### config.mk
export PLATFORM = sky130hd
export DESIGN_NAME = dtu_param_flat
export DESIGN_NICKNAME = d
export VERILOG_FILES = /design/src/rtl/dtu_param_if.sv /design/src/rtl/dtu_param.sv /design/src/flat_wrapper.sv
export SDC_FILE = /design/constraint.sdc
export NUM_CORES = 1
export LEC_CHECK = 0
export BUFFER_PORTS_ARGS = -buffer_cell sky130_fd_sc_hd__buf_2
export CAP_MARGIN = 10
export CORE_MARGIN = 10
export CORE_UTILIZATION = 45
export CTS_CLUSTER_SIZE = 16
export DETAILED_ROUTE_END_ITERATION = 8
export SLEW_MARGIN = 15
export SYNTH_ARGS = -nofsm -noshare
export SYNTH_HDL_FRONTEND = slang
export SYNTH_SLANG_ARGS = --single-unit
### constraint.sdc
create_clock -name clk -period 4.2 [get_ports clk]
set_input_delay 0.84 -clock clk [delete_from_list [all_inputs] [get_ports clk]]
set_output_delay 0.84 -clock clk [all_outputs]
set_load 0.03 [all_outputs]
### src/rtl/dtu_param_if.sv
//------------------------------------------------------------------------------
// Module   : dtu_param_if
// Purpose  : Bundles the character-side and serial-side signals of dtu_param.
//            The slave modport is the transceiver; the master modport is the
//            character source/sink (or a testbench).
// Signals  : en, loopback               - block enable, internal loopback
//            tx_start, tx_data          - transmit request and character
//            tx_busy, tx_line           - transmit status, serial output
//            rx_in, rx_ack              - serial input, receive acknowledge
//            rx_data, rx_busy, rx_ready - received character and status
//            rx_parity_err, rx_frame_err, rx_overrun - receive error flags
// Revision : 1.0 - initial release
//------------------------------------------------------------------------------
`default_nettype none

interface dtu_param_if #(
  parameter int DATA_W = 7
) ();
  logic              en;
  logic              loopback;
  logic              tx_start;
  logic [DATA_W-1:0] tx_data;
  logic              tx_busy;
  logic              tx_line;
  logic              rx_in;
  logic              rx_ack;
  logic [DATA_W-1:0] rx_data;
  logic              rx_busy;
  logic              rx_ready;
  logic              rx_parity_err;
  logic              rx_frame_err;
  logic              rx_overrun;

  modport master (
    output en, loopback, tx_start, tx_data, rx_in, rx_ack,
    input  tx_busy, tx_line, rx_data, rx_busy, rx_ready,
           rx_parity_err, rx_frame_err, rx_overrun
  );

  modport slave (
    input  en, loopback, tx_start, tx_data, rx_in, rx_ack,
    output tx_busy, tx_line, rx_data, rx_busy, rx_ready,
           rx_parity_err, rx_frame_err, rx_overrun
  );
endinterface

`default_nettype wire

### src/rtl/dtu_param.sv
//------------------------------------------------------------------------------
// Module   : dtu_param
// Purpose  : Parametrised async-serial transceiver (one TX, one RX engine) on
//            a single clock. Configurable character width, parity, stop bits
//            and bit period; RX start-bit validation, parity/framing/overrun
//            flags and an internal TX->RX loopback.
// Ports    : clk   - system clock, rising edge
//            rst_n - asynchronous active-low reset
//            bus   - dtu_param_if.slave (character and serial signals)
// Revision : 1.0 - initial release
//------------------------------------------------------------------------------
`default_nettype none

module dtu_param #(
  parameter int DATA_W       = 7,
  parameter int CLKS_PER_BIT = 16,
  parameter int PARITY       = 1,
  parameter int STOP_BITS    = 1
) (
  input  wire logic   clk,
  input  wire logic   rst_n,
  dtu_param_if.slave  bus
);

  localparam int                 c_cnt_w    = $clog2(CLKS_PER_BIT);
  localparam int                 c_bit_w    = $clog2(DATA_W);
  localparam logic [c_cnt_w-1:0] c_cnt_last = c_cnt_w'(CLKS_PER_BIT - 1);
  localparam logic [c_cnt_w-1:0] c_cnt_half = c_cnt_w'(CLKS_PER_BIT / 2 - 1);
  localparam logic [c_bit_w-1:0] c_bit_last = c_bit_w'(DATA_W - 1);
  localparam logic               c_has_par  = (PARITY != 0);
  localparam logic               c_odd      = (PARITY == 2);
  localparam logic               c_stop_last = (STOP_BITS == 2);

  typedef enum logic [2:0] {
    S_IDLE   = 3'd0,
    S_START  = 3'd1,
    S_DATA   = 3'd2,
    S_PARITY = 3'd3,
    S_STOP   = 3'd4
  } state_t;

  // ---------------------------------------------------------------- TX ----
  state_t              r_tx_state, w_tx_state_nxt;
  logic [c_cnt_w-1:0]  r_tx_cnt, w_tx_cnt_nxt;
  logic [c_bit_w-1:0]  r_tx_bit, w_tx_bit_nxt;
  logic                r_tx_stop, w_tx_stop_nxt;
  logic [DATA_W-1:0]   r_tx_shift, w_tx_shift_nxt;
  logic                r_tx_par, w_tx_par_nxt;
  logic                r_tx_line, w_tx_line_nxt;
  logic                w_tx_tick;

  assign w_tx_tick = (r_tx_cnt == c_cnt_last);

  always_comb begin
    w_tx_state_nxt = r_tx_state;
    w_tx_cnt_nxt   = r_tx_cnt;
    w_tx_bit_nxt   = r_tx_bit;
    w_tx_stop_nxt  = r_tx_stop;
    w_tx_shift_nxt = r_tx_shift;
    w_tx_par_nxt   = r_tx_par;
    if (!bus.en) begin
      w_tx_state_nxt = S_IDLE;
      w_tx_cnt_nxt   = '0;
      w_tx_bit_nxt   = '0;
      w_tx_stop_nxt  = 1'b0;
    end else begin
      case (r_tx_state)
        S_IDLE: begin
          if (bus.tx_start) begin
            w_tx_state_nxt = S_START;
            w_tx_cnt_nxt   = '0;
            w_tx_shift_nxt = bus.tx_data;
            w_tx_par_nxt   = (^bus.tx_data) ^ c_odd;
          end
        end
        default: begin
          w_tx_cnt_nxt = w_tx_tick ? '0 : r_tx_cnt + 1'b1;
          if (w_tx_tick) begin
            case (r_tx_state)
              S_START: begin
                w_tx_state_nxt = S_DATA;
                w_tx_bit_nxt   = '0;
              end
              S_DATA: begin
                w_tx_shift_nxt = r_tx_shift >> 1;
                w_tx_bit_nxt   = r_tx_bit + 1'b1;
                if (r_tx_bit == c_bit_last) begin
                  w_tx_state_nxt = c_has_par ? S_PARITY : S_STOP;
                  w_tx_stop_nxt  = 1'b0;
                end
              end
              S_PARITY: begin
                w_tx_state_nxt = S_STOP;
                w_tx_stop_nxt  = 1'b0;
              end
              S_STOP: begin
                if (r_tx_stop == c_stop_last) w_tx_state_nxt = S_IDLE;
                else                          w_tx_stop_nxt  = 1'b1;
              end
              default: ;
            endcase
          end
        end
      endcase
    end
    // Line level is registered from the next state so the pin never glitches.
    case (w_tx_state_nxt)
      S_START:  w_tx_line_nxt = 1'b0;
      S_DATA:   w_tx_line_nxt = w_tx_shift_nxt[0];
      S_PARITY: w_tx_line_nxt = r_tx_par;
      default:  w_tx_line_nxt = 1'b1;
    endcase
  end

  always_ff @(posedge clk or negedge rst_n) begin
    if (!rst_n) begin
      r_tx_state <= S_IDLE;
      r_tx_cnt   <= '0;
      r_tx_bit   <= '0;
      r_tx_stop  <= 1'b0;
      r_tx_shift <= '0;
      r_tx_par   <= 1'b0;
      r_tx_line  <= 1'b1;
    end else begin
      r_tx_state <= w_tx_state_nxt;
      r_tx_cnt   <= w_tx_cnt_nxt;
      r_tx_bit   <= w_tx_bit_nxt;
      r_tx_stop  <= w_tx_stop_nxt;
      r_tx_shift <= w_tx_shift_nxt;
      r_tx_par   <= w_tx_par_nxt;
      r_tx_line  <= w_tx_line_nxt;
    end
  end

  assign bus.tx_busy = (r_tx_state != S_IDLE);
  assign bus.tx_line = r_tx_line;

  // ---------------------------------------------------------------- RX ----
  logic                w_rx_sel;
  logic                r_sync1, r_sync2, r_sync3;
  logic                w_rx_fall;
  state_t              r_rx_state, w_rx_state_nxt;
  logic [c_cnt_w-1:0]  r_rx_cnt, w_rx_cnt_nxt;
  logic [c_bit_w-1:0]  r_rx_bit, w_rx_bit_nxt;
  logic                r_rx_stop, w_rx_stop_nxt;
  logic [DATA_W-1:0]   r_rx_shift, w_rx_shift_nxt;
  logic                r_rx_par_bit, w_rx_par_bit_nxt;
  logic                r_rx_ferr_acc, w_rx_ferr_acc_nxt;
  logic                w_rx_done, w_rx_tick, w_rx_perr;
  logic [DATA_W-1:0]   r_rx_data;
  logic                r_rx_ready, r_rx_perr, r_rx_ferr, r_rx_ovr;

  assign w_rx_sel  = bus.loopback ? r_tx_line : bus.rx_in;
  // r_sync3 is only a history flop for edge detection, not a sync stage.
  assign w_rx_fall = r_sync3 & ~r_sync2;
  assign w_rx_tick = (r_rx_cnt == c_cnt_last);
  assign w_rx_perr = c_has_par & (r_rx_par_bit != ((^r_rx_shift) ^ c_odd));

  always_ff @(posedge clk or negedge rst_n) begin
    if (!rst_n) begin
      r_sync1 <= 1'b1;
      r_sync2 <= 1'b1;
      r_sync3 <= 1'b1;
    end else begin
      r_sync1 <= w_rx_sel;
      r_sync2 <= r_sync1;
      r_sync3 <= r_sync2;
    end
  end

  always_comb begin
    w_rx_state_nxt    = r_rx_state;
    w_rx_cnt_nxt      = r_rx_cnt;
    w_rx_bit_nxt      = r_rx_bit;
    w_rx_stop_nxt     = r_rx_stop;
    w_rx_shift_nxt    = r_rx_shift;
    w_rx_par_bit_nxt  = r_rx_par_bit;
    w_rx_ferr_acc_nxt = r_rx_ferr_acc;
    w_rx_done         = 1'b0;
    if (!bus.en) begin
      w_rx_state_nxt = S_IDLE;
      w_rx_cnt_nxt   = '0;
      w_rx_bit_nxt   = '0;
      w_rx_stop_nxt  = 1'b0;
    end else begin
      case (r_rx_state)
        S_IDLE: begin
          if (w_rx_fall) begin
            w_rx_state_nxt = S_START;
            w_rx_cnt_nxt   = '0;
          end
        end
        S_START: begin
          // Half a bit in: still low means a real start bit, and from here
          // every full bit period lands on a bit centre.
          if (r_rx_cnt == c_cnt_half) begin
            w_rx_cnt_nxt = '0;
            if (r_sync2) begin
              w_rx_state_nxt = S_IDLE;
            end else begin
              w_rx_state_nxt    = S_DATA;
              w_rx_bit_nxt      = '0;
              w_rx_ferr_acc_nxt = 1'b0;
            end
          end else begin
            w_rx_cnt_nxt = r_rx_cnt + 1'b1;
          end
        end
        default: begin
          w_rx_cnt_nxt = w_rx_tick ? '0 : r_rx_cnt + 1'b1;
          if (w_rx_tick) begin
            case (r_rx_state)
              S_DATA: begin
                w_rx_shift_nxt = {r_sync2, r_rx_shift[DATA_W-1:1]};
                w_rx_bit_nxt   = r_rx_bit + 1'b1;
                if (r_rx_bit == c_bit_last) begin
                  w_rx_state_nxt = c_has_par ? S_PARITY : S_STOP;
                  w_rx_stop_nxt  = 1'b0;
                end
              end
              S_PARITY: begin
                w_rx_par_bit_nxt = r_sync2;
                w_rx_state_nxt   = S_STOP;
                w_rx_stop_nxt    = 1'b0;
              end
              S_STOP: begin
                if (!r_sync2) w_rx_ferr_acc_nxt = 1'b1;
                if (r_rx_stop == c_stop_last) begin
                  w_rx_state_nxt = S_IDLE;
                  w_rx_done      = 1'b1;
                end else begin
                  w_rx_stop_nxt = 1'b1;
                end
              end
              default: ;
            endcase
          end
        end
      endcase
    end
  end

  always_ff @(posedge clk or negedge rst_n) begin
    if (!rst_n) begin
      r_rx_state    <= S_IDLE;
      r_rx_cnt      <= '0;
      r_rx_bit      <= '0;
      r_rx_stop     <= 1'b0;
      r_rx_shift    <= '0;
      r_rx_par_bit  <= 1'b0;
      r_rx_ferr_acc <= 1'b0;
      r_rx_data     <= '0;
      r_rx_ready    <= 1'b0;
      r_rx_perr     <= 1'b0;
      r_rx_ferr     <= 1'b0;
      r_rx_ovr      <= 1'b0;
    end else begin
      r_rx_state    <= w_rx_state_nxt;
      r_rx_cnt      <= w_rx_cnt_nxt;
      r_rx_bit      <= w_rx_bit_nxt;
      r_rx_stop     <= w_rx_stop_nxt;
      r_rx_shift    <= w_rx_shift_nxt;
      r_rx_par_bit  <= w_rx_par_bit_nxt;
      r_rx_ferr_acc <= w_rx_ferr_acc_nxt;
      if (w_rx_done) begin
        // A same-cycle ack frees the holding slot for the new character.
        if (!r_rx_ready || bus.rx_ack) begin
          r_rx_data  <= r_rx_shift;
          r_rx_perr  <= w_rx_perr;
          r_rx_ferr  <= w_rx_ferr_acc_nxt;
          r_rx_ready <= 1'b1;
          r_rx_ovr   <= 1'b0;
        end else begin
          r_rx_ovr <= 1'b1;
        end
      end else if (bus.en && bus.rx_ack && r_rx_ready) begin
        r_rx_ready <= 1'b0;
        r_rx_perr  <= 1'b0;
        r_rx_ferr  <= 1'b0;
        r_rx_ovr   <= 1'b0;
      end
    end
  end

  assign bus.rx_busy       = (r_rx_state != S_IDLE);
  assign bus.rx_data       = r_rx_data;
  assign bus.rx_ready      = r_rx_ready;
  assign bus.rx_parity_err = r_rx_perr;
  assign bus.rx_frame_err  = r_rx_ferr;
  assign bus.rx_overrun    = r_rx_ovr;

endmodule

`default_nettype wire

### src/flat_wrapper.sv
// flat-port wrapper written by rule: the top's interface ports become plain ports
module dtu_param_flat 
#(
  parameter int DATA_W       = 7,
  parameter int CLKS_PER_BIT = 16,
  parameter int PARITY       = 1,
  parameter int STOP_BITS    = 1
)
  (clk, rst_n, bus_en, bus_loopback, bus_tx_start, bus_tx_data, bus_rx_in, bus_rx_ack, bus_tx_busy, bus_tx_line, bus_rx_data, bus_rx_busy, bus_rx_ready, bus_rx_parity_err, bus_rx_frame_err, bus_rx_overrun);
  dtu_param_if #(.DATA_W(DATA_W)) bus_i ();
  input  wire logic clk;
  input  wire logic rst_n;
  input wire logic [$bits(bus_i.en)-1:0] bus_en;
  input wire logic [$bits(bus_i.loopback)-1:0] bus_loopback;
  input wire logic [$bits(bus_i.tx_start)-1:0] bus_tx_start;
  input wire logic [$bits(bus_i.tx_data)-1:0] bus_tx_data;
  input wire logic [$bits(bus_i.rx_in)-1:0] bus_rx_in;
  input wire logic [$bits(bus_i.rx_ack)-1:0] bus_rx_ack;
  output wire logic [$bits(bus_i.tx_busy)-1:0] bus_tx_busy;
  output wire logic [$bits(bus_i.tx_line)-1:0] bus_tx_line;
  output wire logic [$bits(bus_i.rx_data)-1:0] bus_rx_data;
  output wire logic [$bits(bus_i.rx_busy)-1:0] bus_rx_busy;
  output wire logic [$bits(bus_i.rx_ready)-1:0] bus_rx_ready;
  output wire logic [$bits(bus_i.rx_parity_err)-1:0] bus_rx_parity_err;
  output wire logic [$bits(bus_i.rx_frame_err)-1:0] bus_rx_frame_err;
  output wire logic [$bits(bus_i.rx_overrun)-1:0] bus_rx_overrun;
  assign bus_i.en = bus_en;
  assign bus_i.loopback = bus_loopback;
  assign bus_i.tx_start = bus_tx_start;
  assign bus_i.tx_data = bus_tx_data;
  assign bus_i.rx_in = bus_rx_in;
  assign bus_i.rx_ack = bus_rx_ack;
  assign bus_tx_busy = bus_i.tx_busy;
  assign bus_tx_line = bus_i.tx_line;
  assign bus_rx_data = bus_i.rx_data;
  assign bus_rx_busy = bus_i.rx_busy;
  assign bus_rx_ready = bus_i.rx_ready;
  assign bus_rx_parity_err = bus_i.rx_parity_err;
  assign bus_rx_frame_err = bus_i.rx_frame_err;
  assign bus_rx_overrun = bus_i.rx_overrun;
  dtu_param #(.DATA_W(DATA_W), .CLKS_PER_BIT(CLKS_PER_BIT), .PARITY(PARITY), .STOP_BITS(STOP_BITS)) u_core (.clk(clk), .rst_n(rst_n), .bus(bus_i));
endmodule
==> flow_summary.ini <==
[min_path]
hold_depth = 0
min_path_type = register to register
min_from = u_core.r_sync1
holdPathEnd = u_core.r_sync2

[critical_path]
end_kind = primary output
critPathMaxFanout = 17
rr_startpoint = u_core.r_rx_state[0]
worstSetupPathType = register to primary output
rrSetupSlack_ps = 2110
reg2reg_depth = 5
worst_setup_path_start_kind = register
cp.required_ps = 3360
crit_start = u_core.r_tx_state[0]
r2r_end = u_core.bus.rx_data[5]
crit_arrival_ps = 1860

[global_route]
track_usage_pct = 11.7
grt_pass1_wl_mm = 9.65
grt_pass1_vias = 1950
grt_overflow = 0
antenna_found_initial = 0
grt_max_degree = 34

[clocking]
clk_path_buf_depth = 2
clk_root_buffer_cell = clkbuf_8
post_cts_buffers = 0
clock-sinks = 54
cts_resized = 0
insertion_delay_ps = 310
cts_tree = built
cts_made_buffers = 5
cts_hold_buf = 0
path_clk_slew_ps = 110
htree_levels = 2

[yosys]
synth.distinct_cells = 55
syn_nets = 296
ys_ff_latch = 54
netlist_area_sq_mm = 0.00279
synth_edf_count = 0
netlist_instances = 276
ys_warn_count = 0
synth-main-ff-cell = dfrtp_1
synthArstFlopShare_pct = 100
yosysSeqAreaShare_pct = 48.5
avgSynthCellArea_sq_um = 10.1

[detailed_routing]
routed_via_density = 5.46
ant_nets = 0
drc_errors = 0
wl_per_cell_um = 14.9
drtIter0Drc = 117
drt_first_pass_iters = 6
route.vias.total = 2069
drt-total-wl_mm = 5.65

[die]
die-area_sq_mm = 0.00976
chipHeight_um = 98.8
initial_utilization_pct = 46.6
num_io_pins = 28
rows = 28
die_width_um = 98.8
core_sq_mm = 0.00599

[finish]
post-route-util_pct = 51.6
instances_no_fill = 379
antennaDiodeCount = 0
nNetsFinal = 323
layout_common_cells = dfrtp_1, nand2_1, buf_2
final_layout_size_suffix_gt1_share_pct = 21.7
mostFrequentLayoutCell = dfrtp_1
final_cell_area_sq_mm = 0.00309
area_delta_synth_final_pct = 10.7

[pwr]
powerDensity_mw_per_mm2 = 340
total_power_mw = 1.05
p_clk_share_pct = 29.1
p_int_mw = 0.740
switching_share_pct = 29.6
power.switching_mw = 0.311
peakVddDrop_mv = 0.207
power_frac_comb_pct = 14.6
p_seq_share_pct = 56.2
p_leak_nw = 1.42

[sta]
slew_violations = 0
tightest_slew_ps = 900
final-setup-viol-count = 0
final-hold-violation-count = 0
max_freq_mhz = 371
min_period_over_period_pct = 64.2
skew_ps = 10.0
fin_crit_ps = 2700
slew_headroom_pct = 39.4
holdWs_ps = 373
worst_slack_ps = 1500
rsz0062_at_grt = no
setup_tns_ps = 0

[placed_design]
postPlaceCellArea_sq_mm = 0.00299
place_congestion = 0.812
dp_hpwl_mm = 4.07
pre_cts_ws_ps = 1610
port_buffers = 27
dpl.cell_count = 371

[status]
status = finished clean

[run]
drv_cap = 0
cell usage after synthesis, types with 2 or more instances:
library cell	count	area share (%)
a21o_1	3	0.81
a21oi_1	16	2.9
a22oi_1	5	1.3
a31o_2	2	0.63
a32oi_1	2	0.63
and2_1	4	0.90
and3_1	3	0.67
clkbuf_1	5	0.67
dfrtp_1	50	45
dfstp_2	4	3.8
ha_1	6	2.7
inv_1	11	1.5
mux2_2	16	6.4
mux2i_1	2	0.72
nand2_1	30	4.0
nand2b_1	2	0.45
nand3_1	8	1.4
nand3b_1	3	0.81
nand4_1	2	0.45
nor2_1	18	2.4
nor2b_1	5	1.1
nor3_1	9	1.6
nor4_1	2	0.45
o21ai_0	19	3.4
o22a_1	3	0.94
or3_1	3	0.67
xnor2_1	12	3.8
xor2_1	4	1.3
worst max-delay path by stage:
stage                            endpoint  slack (ps)  cells after the start
floorplan           u_core.bus.rx_data[0]        2020                      6
global placement    u_core.bus.rx_data[6]        1690                      6
detailed placement  u_core.bus.rx_data[0]        1610                      6
CTS                           bus_tx_busy        1470                      3
global route                  bus_tx_busy        1320                      3
finish                        bus_tx_busy        1500                      3
power groups by stage:
stage               Clock, mW  Sequential (mW)  Combinational (mW)
floorplan                   0            0.582               0.123
global placement            0            0.600               0.154
detailed placement          0            0.600               0.157
CTS                     0.323            0.590               0.157
global route            0.341            0.597               0.174
finish                  0.306            0.591               0.154
critical path, stage by stage, from the launching register on:
cell and delay (ps):
dfrtp_1 570, nor3_1 540, inv_1 210, buf_2 230
cell type report:
| cell class | count | area, sq um |
|---|---|---|
| multi-input combinational | 203 | 1360 |
| timing repair buffer | 28 | 143 |
| fill | 557 | 2900 |
| clock inverter | 3 | 28.8 |
| sequential | 54 | 1360 |
| tap | 75 | 93.8 |
| clock buffer | 5 | 68.8 |
| inverter | 11 | 41.3 |
registers in the layout, indices dropped and copies added (netlist names), 3 cells and up:
register            cells
u_core.r_tx_shift       7
u_core.r_rx_shift       7
u_core.r_rx_cnt         4
u_core.bus.rx_data      7
u_core.r_rx_state       3
u_core.r_tx_bit         3
u_core.r_rx_bit         3
u_core.r_tx_cnt         4
u_core.r_tx_state       3
routing by layer:
| layer | global-route usage [%] | vias to the layer above | part of all wire, % |
|---|---|---|---|
| met3 | 3.14 | 5 | 3.7 |
| met4 | 4.19 | 0 | 1.3 |
| met1 | 16.9 | 982 | 53 |
| li1 | - | 1038 | - |
| met2 | 16.2 | 44 | 42 |
| met5 | 0 | - | 0 |
cells by family after synthesis:
logic type	after synthesis	synth area share (%)
AO/OA/AOI/OAI	65	15.5
XOR/XNOR	16	5.02
AND/OR/NAND/NOR	98	18.4
flip-flops	54	48.5
buffers and inverters	19	2.78
multiplexers	18	7.17
adder cells (fa/ha/maj)	6	2.69
(Power assumes the default switching activity.)
